$ cat src/rtl/icache_responder.sv
// -----------------------------------------------------------------------------
// icache_responder
//
// Direct-mapped, read-only instruction cache that answers the fetch stage's PC
// reads. Hits are returned combinationally in the same cycle (zero latency).
// On a miss the fetch stage is stalled through o_p_waitrequest while one whole
// line is fetched from backing memory with a single pipelined read burst.
//
// Ports
//   clk, rst          clock; asynchronous active-low reset
//   p_addr            fetch PC, byte address (bits [1:0] ignored)
//   p_read            fetch read request
//   p_readdata        instruction word at p_addr (valid when waitrequest low)
//   o_p_waitrequest   high = p_readdata not valid, fetch must hold
//   flush             one-cycle pulse, invalidates every line
//   m_address         line-aligned burst start address
//   m_read            burst read request
//   m_waitrequest     memory not accepting the request this cycle
//   m_readdata        returned burst word
//   m_readdatavalid   m_readdata carries a burst beat this cycle
//
// Handshakes
//   Fetch side: a read completes in the cycle where p_read=1 and
//   o_p_waitrequest=0; p_readdata is valid only in that cycle.
//   Memory side: the request is transferred on the first clock edge where
//   m_read=1 and m_waitrequest=0; m_read and m_address are held stable until
//   then. Beats arrive in order, one per cycle with m_readdatavalid=1, and are
//   only consumed while the FSM is in FILL.
// -----------------------------------------------------------------------------
module icache_responder #(
  parameter int LINES          = 16,
  parameter int WORDS_PER_LINE = 4
) (
  input  logic        clk,
  input  logic        rst,
  input  logic [31:0] p_addr,
  input  logic        p_read,
  output logic [31:0] p_readdata,
  output logic        o_p_waitrequest,
  input  logic        flush,
  output logic [31:0] m_address,
  output logic        m_read,
  input  logic        m_waitrequest,
  input  logic [31:0] m_readdata,
  input  logic        m_readdatavalid
);

  localparam int IDX_W = $clog2(LINES);
  localparam int OFF_W = $clog2(WORDS_PER_LINE);
  localparam int TAG_W = 30 - IDX_W - OFF_W;
  localparam logic [OFF_W-1:0] LAST_BEAT = OFF_W'(WORDS_PER_LINE - 1);

  typedef enum logic [1:0] {
    IDLE = 2'd0,
    REQ  = 2'd1,
    FILL = 2'd2
  } state_t;

  // FSM state register; kept as a named enum so checkers can bind to it.
  state_t state, state_d;

  // Address split of the current fetch PC.
  logic [OFF_W-1:0] cur_off;
  logic [IDX_W-1:0] cur_idx;
  logic [TAG_W-1:0] cur_tag;

  assign cur_off = p_addr[OFF_W+1:2];
  assign cur_idx = p_addr[IDX_W+OFF_W+1:OFF_W+2];
  assign cur_tag = p_addr[31:IDX_W+OFF_W+2];

  // Byte-lane bits of the PC carry no information for word fetches.
  logic unused_addr_bits;
  assign unused_addr_bits = ^p_addr[1:0];

  // Storage. Only the valid bits are reset; data and tags are don't-care
  // until their line is marked valid.
  logic [31:0]      data_arr [LINES*WORDS_PER_LINE];
  logic [TAG_W-1:0] tag_arr  [LINES];
  logic [LINES-1:0] valid, valid_d;

  // Miss bookkeeping.
  logic [IDX_W-1:0] miss_idx, miss_idx_d;
  logic [TAG_W-1:0] miss_tag, miss_tag_d;
  logic [OFF_W-1:0] beat, beat_d;
  logic             flush_pending, flush_pending_d;
  logic             m_read_d;
  logic [31:0]      m_address_d;
  logic             data_we;
  logic             tag_we;

  logic hit;
  assign hit = valid[cur_idx] && (tag_arr[cur_idx] == cur_tag);

  // Fetch-side outputs. Both are forced low while reset is asserted so the
  // fetch stage never sees a stall or stale data during reset.
  assign p_readdata      = rst ? data_arr[{cur_idx, cur_off}] : 32'h0;
  assign o_p_waitrequest = rst && p_read && ((state != IDLE) || !hit);

  // ---------------------------------------------------------------------------
  // Next-state / next-value logic
  // ---------------------------------------------------------------------------
  always_comb begin
    state_d         = state;
    valid_d         = valid;
    miss_idx_d      = miss_idx;
    miss_tag_d      = miss_tag;
    beat_d          = beat;
    flush_pending_d = flush_pending;
    m_read_d        = m_read;
    m_address_d     = m_address;
    data_we         = 1'b0;
    tag_we          = 1'b0;

    case (state)
      IDLE: begin
        // Flush takes effect at this edge; the hit test above already used
        // the pre-flush valid bits, so a same-cycle read is served normally.
        if (flush) begin
          valid_d = '0;
        end
        if (p_read && !hit) begin
          miss_idx_d  = cur_idx;
          miss_tag_d  = cur_tag;
          m_address_d = {p_addr[31:OFF_W+2], {(OFF_W+2){1'b0}}};
          m_read_d    = 1'b1;
          state_d     = REQ;
        end
      end

      REQ: begin
        if (flush) begin
          flush_pending_d = 1'b1;
        end
        if (!m_waitrequest) begin
          m_read_d = 1'b0;
          beat_d   = '0;
          state_d  = FILL;
        end
      end

      FILL: begin
        if (flush) begin
          flush_pending_d = 1'b1;
        end
        if (m_readdatavalid) begin
          data_we = 1'b1;
          beat_d  = beat + 1'b1;
          if (beat == LAST_BEAT) begin
            tag_we          = 1'b1;
            state_d         = IDLE;
            flush_pending_d = 1'b0;
            // A flush seen at any point during the miss (including this
            // final cycle) wins over installing the freshly filled line.
            if (flush_pending || flush) begin
              valid_d = '0;
            end else begin
              valid_d[miss_idx] = 1'b1;
            end
          end
        end
      end

      default: begin
        state_d = IDLE;
      end
    endcase
  end

  // ---------------------------------------------------------------------------
  // Control registers (asynchronous active-low reset)
  // ---------------------------------------------------------------------------
  always_ff @(posedge clk or negedge rst) begin
    if (!rst) begin
      state         <= IDLE;
      valid         <= '0;
      miss_idx      <= '0;
      miss_tag      <= '0;
      beat          <= '0;
      flush_pending <= 1'b0;
      m_read        <= 1'b0;
      m_address     <= 32'h0;
    end else begin
      state         <= state_d;
      valid         <= valid_d;
      miss_idx      <= miss_idx_d;
      miss_tag      <= miss_tag_d;
      beat          <= beat_d;
      flush_pending <= flush_pending_d;
      m_read        <= m_read_d;
      m_address     <= m_address_d;
    end
  end

  // ---------------------------------------------------------------------------
  // Data and tag arrays (no reset, plain write ports)
  // ---------------------------------------------------------------------------
  always_ff @(posedge clk) begin
    if (data_we) begin
      data_arr[{miss_idx, beat}] <= m_readdata;
    end
  end

  always_ff @(posedge clk) begin
    if (tag_we) begin
      tag_arr[miss_idx] <= miss_tag;
    end
  end

endmodule
$ cat config.mk
export PLATFORM = sky130hd
export DESIGN_NAME = icache_responder
export DESIGN_NICKNAME = d
export VERILOG_FILES = /design/src/rtl/icache_responder.sv
export SDC_FILE = /design/constraint.sdc
export NUM_CORES = 2
export LEC_CHECK = 0
export ABC_AREA = 1
export CORE_MARGIN = 5
export CORE_UTILIZATION = 36
export CTS_CLUSTER_DIAMETER = 80
export DETAILED_ROUTE_END_ITERATION = 16
export SLEW_MARGIN = 0
export SYNTH_ARGS = -nofsm -noshare
export SYNTH_HDL_FRONTEND = slang
export SYNTH_SLANG_ARGS = --single-unit
export TNS_END_PERCENT = 50
$ cat constraint.sdc
create_clock -name clk -period 7.8 [get_ports clk]
set_clock_uncertainty 0.2 [all_clocks]
set_input_delay 1.17 -clock clk [delete_from_list [all_inputs] [get_ports clk]]
set_output_delay 1.17 -clock clk [all_outputs]
set_load 0.1 [all_outputs]
==> flow_summary.rst <==
.. list-table::
   :header-rows: 1

   * - Metric
     - Value
   * - Synth warn
     - 0
   * - Reg2reg start
     - miss_idx[1]
   * - Fraction of the cycle the final worst path needs
     - a little over four fifths
   * - Main area contributors after synthesis
     - edfxtp_1 74%, o21ai_0 6.5%, nor2_1 5.3%, o22ai_1 3.4%, nand2_1 2.6%
   * - Final setup violation count
     - 0
   * - Highest net fanout along the worst path
     - between 50 and 60
   * - Fill cell count
     - 24,890
   * - Count of maximum capacitance violations
     - 0
   * - Depth of the CTS H-tree
     - 4
   * - Footprint of the multi-input gates
     - roughly 22,000 um2
   * - First-pass detailed-route iteration total
     - 6
   * - Global-route wire length before repair
     - about 410,000 um
   * - Startpoint kind of the worst setup timing path
     - primary input
   * - Maximum frequency from static timing analysis
     - roughly 0.15 GHz
   * - Number of nets in the layout
     - 7,802
   * - Fraction of synthesis flops using an asynchronous set or reset pin
     - under 10%
   * - Final Max Slew Viols
     - 0
   * - Worst rel slew slack
     - under 10%
   * - Worst-Skew Late Latency
     - around 860 ps
   * - Standard cell core area
     - ~270,000 um2
   * - Detailed-placement wirelength estimate
     - about 140,000 um
   * - I/O pin count
     - between 100 and 150
   * - Hold Worst Slack
     - 84.36 ps
   * - Width of the die
     - around 530 um
   * - Static leakage
     - 0.03622 uW
   * - Largest voltage drop on the vdd net
     - about 0.00023 V
   * - Mean Syn Cell Area
     - 12.76 um2
   * - CTS clock-pin slew for the worst setup and hold paths
     - 60 ps
   * - Number of antenna violations at the first check in global routing
     - 18
   * - Count of cell types in the netlist
     - 36
   * - Worst min-delay path category
     - in -> async
   * - Number of enable-type register cells in the synthesized netlist
     - approximately 2,400
   * - Slew at the pin with the worst max-slew slack
     - ~1400 ps
   * - Effective utilization at floorplan
     - between 30% and 40%
   * - Clk sinks
     - around 2,500
   * - Cells after Synth
     - between 7,000 and 8,000
   * - Shortest period the worst path allows
     - about 6600 ps
   * - Maximum number of pins on one net before global-route repair
     - 201
   * - Vias post-DR
     - approximately 65,000
   * - Fraction of final layout cells sized beyond drive strength 1
     - 8.651%
   * - Via count of the first global-routing pass
     - roughly 62,000
   * - Overall die area
     - approximately 280,000 um2
   * - Die Y-Extent
     - between 500 and 600 um
   * - Setup TNS
     - 0 ps
   * - Number of buffers inserted during clock tree synthesis
     - 242
   * - Area fraction of the dominant cell type after synthesis
     - 74.12%
   * - Total power divided by cell area
     - 264.9 nW/um2
   * - Result of the run
     - finished clean
   * - Violation count after the first detailed-route iteration
     - about 7,600
   * - DRC violations left
     - 0
   * - WS Path Type
     - in -> out
   * - Relative area change from synthesis to final layout
     - 13.19%
   * - #FFs+latches synth
     - between 2,000 and 2,500
   * - Sequential element share of the synthesized area
     - 75.39%
   * - Cell type contributing the most total cell area after synthesis
     - edfxtp_1
   * - Number of buffers inserted by post-CTS setup repair
     - 0
   * - CTS Hold Buffers Added
     - 0
   * - CTS tree
     - built
   * - Count of cells resized by post-cts repair
     - 0
   * - Overall routing resource usage
     - about a fifth
   * - Critical path capture point type
     - output pin
   * - Post-detailed-route wirelength per cell
     - approximately 25 um
   * - RSZ-0062 raised after global routing
     - false
   * - Vias per Instance
     - 5.611
   * - Sequential cell area
     - about 74,000 um2
   * - Placer congestion estimate
     - between 0.7 and 0.8
   * - Detail Route Antenna Nets
     - 0
   * - Primary flip-flop cell chosen by synthesis mapping
     - edfxtp_1
   * - Wire length after detailed routing
     - between 200,000 and 300,000 um
   * - Count of endpoints failing hold in the final timing report
     - 0
   * - Number of buffers on the longest clock path
     - 4
   * - Number of buffers inserted by port buffering
     - 129
   * - Summed instance area of the synthesized netlist
     - around 100,000 um2
   * - Worst setup path startpoint
     - p_addr[4]
   * - Critical path data required time
     - 6430 ps
   * - Rows
     - approximately 190
   * - Library cell used as clock root buffer
     - clkbuf_16
   * - Worst Path Arrival
     - between 5000 and 6000 ps
   * - GRT Residual Overflow
     - 0
## worst paths after layout
check	slack, ps	endpoint	cells after the start
setup / recovery	1180	p_readdata[30]	10
min in group clk	310	valid[14]	2
max in group asynchronous	6340	miss_tag[21]	2
hold reg to reg	310	valid[14]	2
setup reg to reg	3780	data_arr[61][27]	5
hold / removal	80	miss_tag[9]	1
## layout by cell type (no fill, tap or decap), types with 6 or more instances in the layout
master           netlist  routed
clkinv_1               5      58
clkdlybuf4s50_1        0      58
clkinv_2               0      45
clkbuf_16              0     243
nand2_1              693     693
inv_1                192     189
nor2_1              1395    1331
clkbuf_1             379      55
o21ai_2               16      16
buf_4                 17     189
a311oi_1              21      21
o21ai_0             1282    1282
inv_6                  0       6
nand4_1               17      17
buf_2                115      32
o32ai_1                8       8
buf_12                 0      29
dfrtp_1               50      50
o211ai_1              38      38
o21ai_1               14      14
o221ai_1              56      56
a21oi_1               54      54
o22ai_1              534     534
edfxtp_1            2432    2432
nand3_1              305     305
nor3_2                 0      16
bufinv_16              0      17
nor2_4                 0      64
a31oi_1               14      14
diode_2                0      10
## per-stage QoR
stage                     utilization (%)  cell area (um2)  total power [uW]  setup slack (ps)  std cells
after floorplan                         -            98530             17390              1364       7723
after global placement              38.09           104000             18480              1351      11070
after detailed placement            38.09           104000             18560              1407      11070
after CTS                           40.82           111500             29680              1387      11510
after global routing                40.83           111500             30500              1013      11510
final                               40.83           111500             29540              1185      11520
## final cells by class
class | instances | share of cell area [%]
diodes | 10 | 0.02244
repair buffers | 313 | 2.521
flip-flops and latches | 2482 | 66.61
clock buffers | 303 | 5.700
clock inverters | 131 | 0.9772
inverters | 200 | 0.7057
well taps | 3589 | 4.027
multi-input cells | 4489 | 19.44
## power breakdown
group	switching [uW]	internal, uW	leakage, uW
clock	4940	6290	0.00365
sequential	365	15100	0.0225
combinational	2240	621	0.0100
total	7540	22000	0.0362
## cells by family (layout without fill, tap and decap cells)
| logic type | after synthesis | in the layout | share of synthesized area, % |
|---|---|---|---|
| DFF | 2482 | 2482 | 75.39 |
| and+or+nand+nor | 2430 | 2430 | 9.724 |
| AOI/OAI and AO/OA | 2051 | 2051 | 11.64 |
| buffers and inverters | 752 | 947 | 3.182 |
| adders and majority gates | 4 | 4 | 0.05080 |
| other | 1 | 14 | 0.003806 |
## flip-flops by register name, indices dropped and copies added (netlist names), 2 cells and up
signal,count
tag_arr,384
miss_tag,24
state,2
valid,16
data_arr,2048
miss_idx,3
beat,2
## Yosys cell counts, types with 4 or more instances
| library cell | count |
|---|---|
| o32ai_1 | 8 |
| nor2_1 | 1395 |
| buf_6 | 14 |
| o21ai_1 | 14 |
| buf_4 | 17 |
| o221ai_1 | 56 |
| nand2_1 | 693 |
| a311oi_1 | 21 |
| nand3_1 | 305 |
| o21ai_0 | 1282 |
| o22ai_1 | 534 |
| dfrtp_1 | 50 |
| nor3_1 | 16 |
| a32o_1 | 4 |
| buf_2 | 115 |
| clkinv_1 | 5 |
| edfxtp_1 | 2432 |
| inv_1 | 192 |
| buf_1 | 27 |
| a21oi_1 | 54 |
| o211ai_1 | 38 |
| a31oi_1 | 14 |
| o21ai_2 | 16 |
| nand4_1 | 17 |
| clkbuf_1 | 379 |
| a211oi_1 | 5 |
| ha_1 | 4 |
## worst max-delay path, cell delays in order
cell and delay [ps]:
buf_8 300, buf_4 670, buf_4 850, o21ai_0 210, o22ai_1 460, nand2_1 140
nand2_1 100, a21oi_1 140, a311oi_1 630, buf_4 410
## layer usage
| metal | track usage, % | vias to the layer above | wire length, um |
|---|---|---|---|
| li1 | - | 28400 | - |
| met1 | 26.92 | 32670 | 117800 |
| met2 | 30.30 | 3070 | 130500 |
| met3 | 3.557 | 480 | 26720 |
| met4 | 5.420 | 4 | 7440 |
| met5 | 0 | - | 27 |
(Power assumes the default switching activity.)
